**src/rtl/ctrl_muestreo.sv**
```systemverilog
// Autonomous sampler for the light-sensor register bus: it triggers a conversion, polls busy, then reads the 8-bit sample.
// Optional macro TIMEOUT_EN bounds the busy-poll loop and enables the ERROR path and the sticky error_o flag.
module ctrl_muestreo #(
    parameter int PERIODO   = 1_000_000,
    parameter int TIMEOUT   = 65535,
    parameter int ANCHO_CNT = 20
) (
    input  logic        clk,
    input  logic        rst,
    input  logic        habilitar,
    input  logic        disparo,
    input  logic [31:0] salida_i,
    output logic        wr_o,
    output logic        reg_sel_o,
    output logic        addr_o,
    output logic [31:0] entrada_o,
    output logic [7:0]  dato_o,
    output logic        valido_o,
    output logic        ocupado_o,
    output logic        error_o
);

    localparam logic [2:0] IDLE     = 3'd0;
    localparam logic [2:0] ESPERA   = 3'd1;
    localparam logic [2:0] INICIO   = 3'd2;
    localparam logic [2:0] POLL_DIR = 3'd3;
    localparam logic [2:0] POLL_CHK = 3'd4;
    localparam logic [2:0] LEER_DIR = 3'd5;
    localparam logic [2:0] CAPTURA  = 3'd6;
`ifdef TIMEOUT_EN
    localparam logic [2:0] ERROR    = 3'd7;
    localparam int ANCHO_POLL = (TIMEOUT > 1) ? $clog2(TIMEOUT) : 1;
`endif

    logic [2:0]           estado_q, estado_d;
    logic [ANCHO_CNT-1:0] cnt_q, cnt_d;
    logic                 pendiente_q, pendiente_d;
    logic [7:0]           dato_q, dato_d;
    logic                 ocupado;
    logic                 fin_transaccion;
`ifdef TIMEOUT_EN
    logic [ANCHO_POLL-1:0] poll_q, poll_d;
    logic                  error_q, error_d;
`endif

    // Only the low byte of the data register carries the sample.
    logic unused_salida;
    assign unused_salida = ^salida_i[31:8];

    always_comb begin
        ocupado = 1'b0;
        case (estado_q)
            INICIO, POLL_DIR, POLL_CHK, LEER_DIR, CAPTURA: ocupado = 1'b1;
`ifdef TIMEOUT_EN
            ERROR:                                         ocupado = 1'b1;
`endif
            default:                                       ocupado = 1'b0;
        endcase
    end

    // NOTE: every variable assigned in this block gets a default first, so no path leaves it unassigned and no latch is inferred.
    always_comb begin
        estado_d        = estado_q;
        cnt_d           = cnt_q;
        pendiente_d     = pendiente_q;
        dato_d          = dato_q;
        fin_transaccion = 1'b0;
`ifdef TIMEOUT_EN
        poll_d          = poll_q;
        error_d         = error_q;
`endif

        if (ocupado && disparo) begin
            pendiente_d = 1'b1;
        end

        case (estado_q)
            IDLE: begin
                if (disparo) begin
                    estado_d = INICIO;
                end else if (habilitar) begin
                    estado_d = ESPERA;
                    cnt_d    = '0;
                end
            end

            ESPERA: begin
                cnt_d = cnt_q + ANCHO_CNT'(1);
                if (disparo) begin
                    estado_d = INICIO;
                end else if (!habilitar) begin
                    estado_d = IDLE;
                end else if (cnt_q == ANCHO_CNT'(PERIODO - 1)) begin
                    estado_d = INICIO;
                end
            end

            INICIO: begin
                estado_d = POLL_DIR;
`ifdef TIMEOUT_EN
                poll_d   = '0;
`endif
            end

            POLL_DIR: begin
                estado_d = POLL_CHK;
            end

            // The control-register read issued in POLL_DIR is valid here, one cycle later.
            POLL_CHK: begin
                if (!salida_i[0]) begin
                    estado_d = LEER_DIR;
`ifdef TIMEOUT_EN
                end else if (poll_q == ANCHO_POLL'(TIMEOUT - 1)) begin
                    estado_d = ERROR;
                end else begin
                    poll_d   = poll_q + ANCHO_POLL'(1);
                    estado_d = POLL_DIR;
                end
`else
                end else begin
                    estado_d = POLL_DIR;
                end
`endif
            end

            LEER_DIR: begin
                estado_d = CAPTURA;
            end

            CAPTURA: begin
                dato_d          = salida_i[7:0];
                fin_transaccion = 1'b1;
`ifdef TIMEOUT_EN
                error_d         = 1'b0;
`endif
            end

`ifdef TIMEOUT_EN
            ERROR: begin
                error_d         = 1'b1;
                fin_transaccion = 1'b1;
            end
`endif

            default: begin
                estado_d = IDLE;
            end
        endcase

        // A request arriving in the final cycle itself is honoured like a queued one.
        if (fin_transaccion) begin
            if (pendiente_q || disparo) begin
                estado_d    = INICIO;
                pendiente_d = 1'b0;
            end else if (habilitar) begin
                estado_d = ESPERA;
                cnt_d    = '0;
            end else begin
                estado_d = IDLE;
            end
        end
    end

    // NOTE: sequential state uses non-blocking assignments so every register samples the pre-edge values.
    always_ff @(posedge clk or negedge rst) begin
        if (!rst) begin
            estado_q    <= IDLE;
            cnt_q       <= '0;
            pendiente_q <= 1'b0;
            dato_q      <= '0;
        end else begin
            estado_q    <= estado_d;
            cnt_q       <= cnt_d;
            pendiente_q <= pendiente_d;
            dato_q      <= dato_d;
        end
    end

`ifdef TIMEOUT_EN
    always_ff @(posedge clk or negedge rst) begin
        if (!rst) begin
            poll_q  <= '0;
            error_q <= 1'b0;
        end else begin
            poll_q  <= poll_d;
            error_q <= error_d;
        end
    end

    assign error_o = error_q;
`else
    assign error_o = 1'b0;
`endif

    assign wr_o      = (estado_q == INICIO);
    assign entrada_o = {31'd0, estado_q == INICIO};
    assign reg_sel_o = (estado_q == LEER_DIR) || (estado_q == CAPTURA);
    assign addr_o    = 1'b0;
    assign valido_o  = (estado_q == CAPTURA);
    assign ocupado_o = ocupado;
    // The data-register read lands during CAPTURA; show it alongside the strobe, then hold it.
    assign dato_o    = (estado_q == CAPTURA) ? salida_i[7:0] : dato_q;

endmodule

```
**config.mk**
```make
export PLATFORM = sky130hd
export DESIGN_NAME = ctrl_muestreo
export DESIGN_NICKNAME = d
export VERILOG_FILES = /design/src/rtl/ctrl_muestreo.sv
export SDC_FILE = /design/constraint.sdc
export NUM_CORES = 1
export LEC_CHECK = 0
export CAP_MARGIN = 0
export CELL_PAD_IN_SITES_DETAIL_PLACEMENT = 0
export CELL_PAD_IN_SITES_GLOBAL_PLACEMENT = 1
export CORE_MARGIN = 8
export CORE_UTILIZATION = 31
export CTS_BUF_LIST = sky130_fd_sc_hd__clkbuf_2
export DETAILED_ROUTE_END_ITERATION = 7
export GPL_ROUTABILITY_DRIVEN = 0
export GPL_TIMING_DRIVEN = 0
export PLACE_DENSITY = 0.92
export SLEW_MARGIN = 20
export SYNTH_ARGS = -nofsm -noshare
export SYNTH_HDL_FRONTEND = slang
export SYNTH_SLANG_ARGS = --single-unit
export TNS_END_PERCENT = 100
```
**constraint.sdc**
```tcl
create_clock -name clk -period 2.5 [get_ports clk]
set_input_delay 0.5 -clock clk [delete_from_list [all_inputs] [get_ports clk]]
set_output_delay 0.5 -clock clk [all_outputs]
set_load 0.05 [all_outputs]
```
# Word-level counts from Yosys, hierarchy flattened
# Cells that the tools add are included.
# word_totals
out_inout_bits	46
memories	0
in_bits	36
ramBits	0
latch_bits	0
register_bits	32
romBits	0
# op_classes
n_bitwise	0
magnitude_cmp	0
n_addsub	1
eq_ne	10
mux	22
div	0
n_reduce_logical	6
n_shift	0
multipliers	0
# ops
op	count
$mux W20	5
$pmux W20 S2	1
$mux W3	7
$pmux W3 S7	1
$add A20 B1 Y20 const B	1
$eq A20 B20 Y1 const B	1
$eq A3 B3 Y1 const B	3
$mux W8	1
$eq A3 B2 Y1 const B	2
$mux W1	6
$ne A5 B5 Y1 const B	1
$reduce_or A5 Y1	1
$ne A4 B4 Y1 const B	1
$eq A3 B1 Y1 const B	1
$logic_not A3 Y1	1
$reduce_and A3 Y1	1
$logic_or A1 B1 Y1	2
$mux W2	1
$ne A2 B1 Y1 const B	1
$logic_and A1 B1 Y1	1

# Depth between registers and ports, before layout
# Gate-level depths: netlist (run 1).
# logic_depth
ltp_word	7
depth_mapped	6
ltp_nobuf	5

# Worst setup path after synthesis (run 1)
# OpenSTA, ideal clock, no wires.
# synth_path
path_kind	flip-flop to output port
start	reg estado_q[0]
end	out entrada_o[0]
n_path_buf	3
required_time_ns	2.000
path_slack_ns	-0.282
stages_incl_launch_ff	5
arrival_ns	2.282
cell_sequence	dfrtp_1 buf_4 clkbuf_1 nor3b_1 buf_4
# synth_between
elab_chain_cells	1
# synth_rtl
element	line	text
start, declared	35	logic [2:0] estado_q, estado_d;
start signal, assigned	173	estado_q <= estado_d;
$eq A3 B2 Y1	-	
end, declared	16	output logic [31:0] entrada_o,
# Every way passes these cells.

# Final worst setup path (run 1)
# layout_path
start	reg estado_q[0]
end	out valido_o
# layout_between
elab_chain_cells	1
# layout_rtl
element	line	text
$eq A3 B3 Y1	200	assign valido_o = (estado_q == CAPTURA);
end, declared	18	output logic valido_o,
# Every way passes these cells.

==> flow_summary.ini, run 1 <==
[route]
post_drt_wl_per_cell_um = 13.5
viasPerCell = 4.95
drc = 0
vias = 1857
drtIter0Drc = 159
antenna_left = 0
routed_wl_mm = 5.05
firstDrtPassIters = 4

[placement]
place_hpwl_mm = 3.81
place_inst = 368
portBuffers = 24

[yosys]
synth_area_leader_cell = dfrtp_1
synthArstFlopShare_pct = 100
syn-cell-area_um2 = 1970
synth_area_per_cell_um2 = 8.42
synth-seq-cells = 32
ys_types = 49
synth_ff_type = dfrtp_1
yosys-top-cells-area = dfrtp_1 41%, buf_4 13%, nand2_1 6.9%, a21oi_1 3.3%, nor2_1 3.2%
netlist_instances = 234
ys.warnings.count = 0
synth_edf_count = 0
ys_seq_area_share_pct = 40.6
synth_top_area_share_pct = 40.6

[final_layout]
multi_input_area_um2 = 977
nNetsFinal = 335
syn_to_final_growth_pct = 26.7
n_fill_cell = 653
fin_cells = 375
num_antenna_cells = 0
drive_above_1_share_pct = 21.8
regArea_um2 = 801
final_core_util_pct = 40.0

[cts]
clkLatencyLatePin_ns = 0.37
htreeDepth = 2
clock_sinks = 32
cts_root_buf = clkbuf_2
cts_buffers = 5
cts_max_path_buffers = 2
cts_tree = built
clk_pin_slew_ns = 0.16

[setup_path]
crit_path_end_kind = primary output
critPathLaunchType = register
cp.required_ns = 2.00
crit_type = register to primary output
critical_path.max_stage_delay_ns = 0.55
reg2reg_slack_ns = 0.30
critPathSlowestCell = dlygate4sd2_1
crit_path_cell_trace = buf_4, nand3b_1, clkinv_2, dlygate4sd2_1
critPathTopFamily = buffers and inverters
critPathMaxFanout = 10
crit_buf_inv = 3
arrival_ns = 1.89

[timing]
hold_viol = 0
worstMarginPinSlew_ns = 0.785
grt_setup_unrepaired = no
min_period_ns = 2.39
final.setup.tns_ns = 0
finClkSkew_ns = 0.0164
fmax_mhz = 418
maxSlewViolCount = 0
finalSetupViolations = 0
post-route-period-util_pct = 95.7
max_slew_margin_pct = 47.3

[min_path]
hp-class = input port to asynchronous set/reset pin

[power_and_ir_drop]
p_leak_uw = 0.00115
cellPowerDensity_nw_per_um2 = 1060
ir_drop_mv = 0.803

[floorplan]
core_area_um2 = 6240
chipHeight_um = 95.7
dieWidth_um = 95.7
num_rows = 29
dieArea_um2 = 9160
initial_utilization_pct = 31.6
boundaryPins = 82

[grt]
track_usage_pct = 11.6
antenna_found_initial = 0
grt_pass1_vias = 1765
grt_max_degree = 20
grt_pass1_wl_mm = 8.47
overflow = 0

[flow_run]
cap_viol_max_count = 0

[outcome]
status = complete, no violations
[worst register-to-register path, cell delays in order, from the launching register on]
cell	delay, ns
dfrtp_1	0.35
buf_2	0.18
nand4_1	0.33
or3_1	0.45
buf_2	0.17
or4_1	0.50
a21oi_1	0.15
[report_power, final]
part | switching [uW] | leakage (uW) | internal (uW)
sequential | 142 | 0.000406 | 700
clock | 176 | 0.0000239 | 57.6
combinational | 1080 | 0.000723 | 483
total | 1400 | 0.00115 | 1240
[per-stage QoR]
step | total power, uW | instance area, um^2 | setup WS, ns | hold slack [ns]
6_report | 2640 | 2500 | 0.107 | 0.00812
5_1_grt | 2830 | 2500 | 0.00171 | 0.00602
4_1_cts | 2660 | 2500 | 0.0103 | 0.00442
3_5_place_dp | 2450 | 2450 | -0.281 | 0.437
3_3_place_gp | 2420 | 2430 | -0.309 | 0.454
2_1_floorplan | 1980 | 2100 | 0.142 | 0.204
[final timing paths]
| path | startpoint | end | cells after the start |
|---|---|---|---|
| worst max register to register | cnt_q[5] | cnt_q[18] | 6 |
| worst min-delay path | rst | cnt_q[10] | 1 |
| worst max-delay path | estado_q[0] | valido_o | 4 |
| min in group clk | dato_q[0] | dato_q[0] | 2 |
| max in group asynchronous | rst | cnt_q[14] | 2 |
| worst min register to register | dato_q[0] | dato_q[0] | 2 |
[cell usage after synthesis, drive strengths merged, types with 5 or more instances]
library cell and n:
nor2 17, or4 5, dfrtp 32, nand2 36, nand3 11, buf 37, nand4 6, o21ai 6
nor3 8, a31oi 5, a21oi 13, clkbuf 8
[cell type report]
type | count | share of cell area (%)
multi-input combinational | 185 | 39.1
sequential | 32 | 32.1
buffer | 44 | 12.1
timing repair buffer | 26 | 10.9
tap | 77 | 3.86
clock buffer | 5 | 1.00
inverter | 4 | 0.652
clock inverter | 2 | 0.301
[cell usage in the layout, fill, tap and decap left out, types with 2 or more instances in the layout]
cell	n
nor2_1	17
nand4_1	6
or2_2	2
clkdlybuf4s50_1	10
dfrtp_1	32
and3_1	2
nor4_1	3
o311ai_0	2
clkinv_1	2
a211oi_1	2
clkbuf_2	8
clkbuf_1	5
nand3b_1	2
a31oi_1	5
nand3_1	11
or4_1	5
nand2_1	36
buf_2	4
buf_4	36
a41oi_1	2
nor3_1	8
clkdlybuf4s15_2	10
o21ai_0	5
inv_1	3
or3_1	3
a21oi_1	13
conb_1	33
o31ai_1	3
[sequential cells by signal, summed over array words and instances, names as in the netlist]
register	count
cnt_q	20
pendiente_q	1
estado_q	3
dato_q	8
[what timing repair did]
action | in CTS | in global routing
setup buffers | 1 | 0
hold endpoints to repair | 0 | 0
setup endpoints to repair | 13 | 3
hold buffers | 0 | 0
resized for setup | 36 | 8
[logic make-up after synthesis]
group | Yosys count | synth area share (%)
simple gates | 102 | 25.3
buf+inv | 49 | 16.1
compound gates | 48 | 16.7
flops | 32 | 40.6
xor+xnor | 1 | 0.445
fa+ha+maj | 1 | 0.635
other cells | 1 | 0.190
[metal layers]
metal	vias to the layer above	part of all wire [%]	track usage [%]
met4	0	1.6	4.74
met2	82	49	19.2
met3	6	7.4	2.50
li1	900	-	-
met5	-	0	0
met1	869	42	14.2
(Power assumes the default switching activity.)
==> inputs of run 2 (changes only) <==
--- a/config.mk
+++ b/config.mk
@@ -6,4 +6,5 @@
 export NUM_CORES = 1
 export LEC_CHECK = 0
+export ABC_AREA = 1
 export CAP_MARGIN = 0
 export CELL_PAD_IN_SITES_DETAIL_PLACEMENT = 0
@@ -15,5 +16,5 @@
 export GPL_ROUTABILITY_DRIVEN = 0
 export GPL_TIMING_DRIVEN = 0
-export PLACE_DENSITY = 0.92
+export PLACE_DENSITY = 0.93
 export SLEW_MARGIN = 20
 export SYNTH_ARGS = -nofsm -noshare
==> constraint.sdc (replaced) <==
create_clock -name clk -period 2.5 [get_ports clk]
set_input_delay 0.5 -clock clk [delete_from_list [all_inputs] [get_ports clk]]
set_output_delay 0.5 -clock clk [all_outputs]
set_load 0.1 [all_outputs]
==> flow_summary.ini, run 2 <==
[outcome]
status = complete, no violations

[yosys]
synthArstFlopShare_pct = 100
synth_edf_count = 0
synth_common_cells = 72 x nand2_1, 35 x buf_4, 32 x dfrtp_1
synth_top_area_share_pct = 38.2
synth_ff_type = dfrtp_1
synth-seq-cells = 32
ys.warnings.count = 0
netlist_instances = 290
ys_types = 31
yosys-top-cells-area = dfrtp_1 38%, nand2_1 13%, buf_4 13%, a21oi_1 5.3%, nor2_1 5.0%
synth_area_per_cell_um2 = 7.23
syn-cell-area_um2 = 2100
synth.most_common_cell = nand2_1
synth_area_leader_cell = dfrtp_1
ys_seq_area_share_pct = 38.2

[cts]
clk_pin_slew_ns = 0.17
cts_buffers = 5
cts_max_path_buffers = 2
htreeDepth = 2
clkLatencyLatePin_ns = 0.38
cts_tree = built
cts_root_buf = clkbuf_2
clock_sinks = 32

[setup_path]
reg2reg_slack_ns = 0.86
ff2ff_path_depth = 9
arrival_ns = 1.86
cp.required_ns = 2.00
critPathLaunchType = register
crit_path_end_kind = primary output
crit-reg2reg-launch = cnt_q[0]
crit_type = register to primary output
critPathMaxFanout = 8
setup.worst_path.start = estado_q[2]
r2r-end = cnt_q[18]

[min_path]
holdCritStartpoint = dato_q[1]
hold_depth = 2
hold_end = dato_q[1]
hp-class = register to register

[power_and_ir_drop]
cellPowerDensity_nw_per_um2 = 1220
p_leak_uw = 0.00136
ir_drop_mv = 0.956

[final_layout]
final_cell_mix = 72 x nand2_1, 40 x buf_4, 33 x conb_1
fin_cells = 435
final_common_cell = nand2_1
num_antenna_cells = 0
reg_top3 = cnt_q (20), dato_q (8), estado_q (3)
syn_to_final_growth_pct = 25.2
largest_register_ffs = 20
drive_above_1_share_pct = 23.1
largest_register = cnt_q
nNetsFinal = 392

[grt]
grt_max_degree = 23
grt_pass1_vias = 1972
grt_pass1_wl_mm = 8.78
overflow = 0
antenna_found_initial = 0
track_usage_pct = 10.8

[timing]
max_slew_margin_pct = 63.0
final.setup.tns_ns = 0
worstMarginPinSlew_ns = 0.558
finClkSkew_ns = 0.0189
hold_viol = 0
grt_setup_unrepaired = no
maxSlewViolCount = 0
post-route-period-util_pct = 94.4
fin_hold_ws_ns = 0.501
min_period_ns = 2.36
fmax_mhz = 424
finalSetupViolations = 0

[floorplan]
dieWidth_um = 98.2
dieArea_um2 = 9650
boundaryPins = 82
core_area_um2 = 6680
num_rows = 30
initial_utilization_pct = 31.4
chipHeight_um = 98.2

[placement]
portBuffers = 24
place_hpwl_mm = 3.82
place_inst = 427

[route]
routed_wl_mm = 4.90
vias = 1934
viasPerCell = 4.45
drtIter0Drc = 99
drc = 0
post_drt_wl_per_cell_um = 11.3
firstDrtPassIters = 4
antenna_left = 0

[flow_run]
cap_viol_max_count = 0
==> run 2: cell types whose count changed after synthesis, sizes merged, moves of 4 or more <==
cell / change
inv: +27
o21ai: +10
a21oi: +10
nor3: +4
nor2: +18
nand2: +40
or4: -5
a31oi: -4
clkbuf: -7
==> run 2: layer usage <==
layer | wire length (um) | track usage [%] | up-vias
li1 | - | - | 999
met1 | 2130 | 12.5 | 878
met2 | 2320 | 18.2 | 55
met3 | 424 | 4.20 | 2
met4 | 23 | 2.48 | 0
met5 | 0 | 0 | -
==> run 2: worst max path at each step <==
stage	cells after the start	end	slack, ns
floorplan	3	entrada_o[0]	-0.29
global placement	7	dato_o[0]	-0.48
detailed placement	7	dato_o[0]	-0.49
CTS	6	reg_sel_o	0.04
global route	5	ocupado_o	0.002
finish	5	ocupado_o	0.14
==> run 2: metrics by stage <==
stage / setup slack [ns] / power [uW] / utilization, % / area (um^2)
5_1_grt: 0.00226 / 3420 / 39.3 / 2630
3_5_place_dp: -0.488 / 2990 / 38.8 / 2590
2_1_floorplan: -0.285 / 2540 / - / 2230
6_report: 0.141 / 3200 / 39.3 / 2630
4_1_cts: 0.0391 / 3200 / 39.2 / 2620
3_3_place_gp: -0.483 / 2960 / 38.4 / 2570
==> run 2: kinds of logic after synthesis <==
family                   share of synthesized area [%]
AND/OR/NAND/NOR                                   31.0
buffers and inverters                             19.2
AO/OA/AOI/OAI                                     10.9
flip-flops                                        38.2
adder cells (fa/ha/maj)                          0.597
other                                            0.179
==> run 2: where the power goes <==
group	total (uW)	switching (uW)	internal (uW)
clock	246	180	66.7
sequential	751	92.2	659
combinational	2200	1720	480
total	3200	1990	1210
==> run 2: what timing repair did <==
action	4_1_cts	5_1_grt
setup buffers	0	0
hold endpoints to repair	10	0
resized for setup	66	9
hold buffers	1	0
setup endpoints to repair	13	11
==> run 2: worst max-delay path: stages (launching register included) <==
cell and delay [ns]:
dfrtp_1 0.47, nor2_4 0.27, inv_2 0.10, o21ai_0 0.09
inv_1 0.08, clkdlybuf4s15_2 0.47
==> run 2: area by class of cell <==
cell class                 count  area (um^2)
buffer                        38          287
inverter                      31          120
multi-input combinational    221         1020
timing repair buffer          26          259
sequential                    32          801
clock buffer                   6         30.0
fill                         708         4060
tap                           80          100
clock inverter                 1         5.00
==> inputs of run 3 (changes only) <==
Settings changed: CORE_UTILIZATION 31 to 34, PLACE_DENSITY 0.93 to 0.95.
Clock period 2.5 ns to 2.8 ns, I/O delays scaled along.
==> flow_summary.ini, run 3 (synthesis gave the netlist of run 2 again) <==
[power_and_ir_drop]
cellPowerDensity_nw_per_um2 = 1110
p_seq_share_pct = 23.4
p_sw_uw = 1780
p_total_uw = 2870
combPwrFrac_pct = 65.7
clock_power_share_pct = 10.9
switching_share_pct = 62.0
p_leak_uw = 0.00135
ir_drop_mv = 1.07
internal_power_uw = 1090

[route]
vias = 1882
drc = 0
routed_wl_mm = 4.93
drtIter0Drc = 106
viasPerCell = 4.37
post_drt_wl_per_cell_um = 11.4
firstDrtPassIters = 5
antenna_left = 0

[floorplan]
chipHeight_um = 94.5
dieWidth_um = 94.5
core_area_um2 = 5960
num_rows = 28
boundaryPins = 82
dieArea_um2 = 8940
initial_utilization_pct = 35.2

[grt]
track_usage_pct = 11.6
grt_pass1_wl_mm = 8.46
overflow = 0
grt_max_degree = 25
grt_pass1_vias = 1853
antenna_found_initial = 0

[setup_path]
setup.worst_path.start = estado_q[2]
crit_type = register to primary output
crit-reg2reg-launch = cnt_q[0]
r2r-end = cnt_q[18]
critPathCapture = dato_o[3]
critPathLaunchType = register
cp.required_ns = 2.24
ff2ff_path_depth = 9
crit_path_end_kind = primary output
critPathMaxFanout = 10
reg2reg_slack_ns = 1.12
arrival_ns = 2.05

[final_layout]
syn_to_final_growth_pct = 23.7
fin_cells = 431
multi_input_area_um2 = 1020
n_fill_cell = 647
largest_register_ffs = 20
num_antenna_cells = 0
reg_top3 = cnt_q (20), dato_q (8), estado_q (3)
nNetsFinal = 392
largest_register = cnt_q
final_common_cell = nand2_1
regArea_um2 = 801
final_cell_mix = 72 x nand2_1, 35 x buf_4, 33 x conb_1
drive_above_1_share_pct = 22.5

[cts]
clkLatencyLatePin_ns = 0.39
cts_tree = built
cts_max_path_buffers = 2
clock_sinks = 32
cts_root_buf = clkbuf_2
htreeDepth = 2
postCtsSetupBuffers = 0
cts_buffers = 5
clk_pin_slew_ns = 0.19

[timing]
max_slew_margin_pct = 63.6
min_period_ns = 2.61
post-route-period-util_pct = 93.3
maxSlewViolCount = 0
worstMarginPinSlew_ns = 0.548
finalSetupViolations = 0
finClkSkew_ns = 0.0248
grt_setup_unrepaired = no
hold_viol = 0
fmax_mhz = 383

[placement]
place_inst = 422
place_hpwl_mm = 3.81
portBuffers = 24

[outcome]
status = complete, no violations

[min_path]
hp-class = register to register

[flow_run]
cap_viol_max_count = 0
[run 3: cell types whose count changed in the layout (fill, tap and decap cells not counted), moves of 2 or more]
cell / previous run / this run
buf_4: 40 / 35
clkinv_1: 0 / 3
buf_6: 4 / 1
clkbuf_2: 6 / 9
buf_2: 3 / 9
clkinv_2: 2 / 0
[run 3: power groups by stage]
stage / clock network (uW) / logic [uW] / registers (uW)
after floorplan: 0 / 1600 / 666
after global placement: 0 / 1970 / 678
after detailed placement: 0 / 1980 / 683
after CTS: 322 / 1940 / 672
after global routing: 343 / 2010 / 689
final: 314 / 1890 / 672
[run 3: final cells by class]
type | instances | share of cell area, %
Clock buffer | 5 | 0.964
Timing Repair Buffer | 26 | 8.15
Tap cell | 75 | 3.62
Clock inverter | 3 | 1.45
Buffer | 38 | 10.9
Inverter | 31 | 4.58
Multi-Input combinational cell | 221 | 39.4
Sequential cell | 32 | 30.9
[run 3: worst min-delay path by stage]
stage / from / to / slack, ns / cells after the start
after detailed placement: rst / cnt_q[10] / 0.44 / 1
after global placement: dato_q[0] / dato_q[0] / 0.46 / 2
after CTS: dato_q[6] / dato_q[6] / 0.50 / 2
final: dato_q[6] / dato_q[6] / 0.49 / 2
after global routing: rst / cnt_q[17] / 0.53 / 2
after floorplan: rst / cnt_q[0] / 0.26 / 0
[run 3: worst max-delay path, cell delays in order (launching register included)]
cell and delay (ns):
dfrtp_1 0.48, nand2_1 0.12, inv_1 0.08, nand2_2 0.11
clkbuf_2 0.25, nand2_1 0.09, nand2_1 0.09, buf_2 0.43
[run 3: repair_timing]
action	4_1_cts	5_1_grt
cloned	0	0
endpoints found under the hold margin	1	0
setup endpoints to repair	13	12
hold buffers	1	0
gates resized for setup	37	23
[run 3: per-layer routing]
layer / wire [um] / global-route usage [%] / vias to the layer above
met5: 0 / 0 / -
met4: 49 / 3.51 / 0
met3: 290 / 3.17 / 5
met2: 2300 / 19.4 / 49
met1: 2290 / 14.3 / 835
li1: - / - / 993
[run 3: metrics by stage]
step | utilization (%) | cell area (um^2) | hold WS (ns) | TNS, ns | setup WS (ns)
global route | 43.6 | 2590 | 0.527 | 0 | 0.00715
floorplan | - | 2230 | 0.264 | -0.0451 | -0.0451
CTS | 44.5 | 2650 | 0.500 | 0 | 0.0133
global placement | 43.0 | 2560 | 0.457 | -1.81 | -0.236
detailed placement | 43.2 | 2570 | 0.442 | -2.04 | -0.259
finish | 43.6 | 2590 | 0.491 | 0 | 0.187
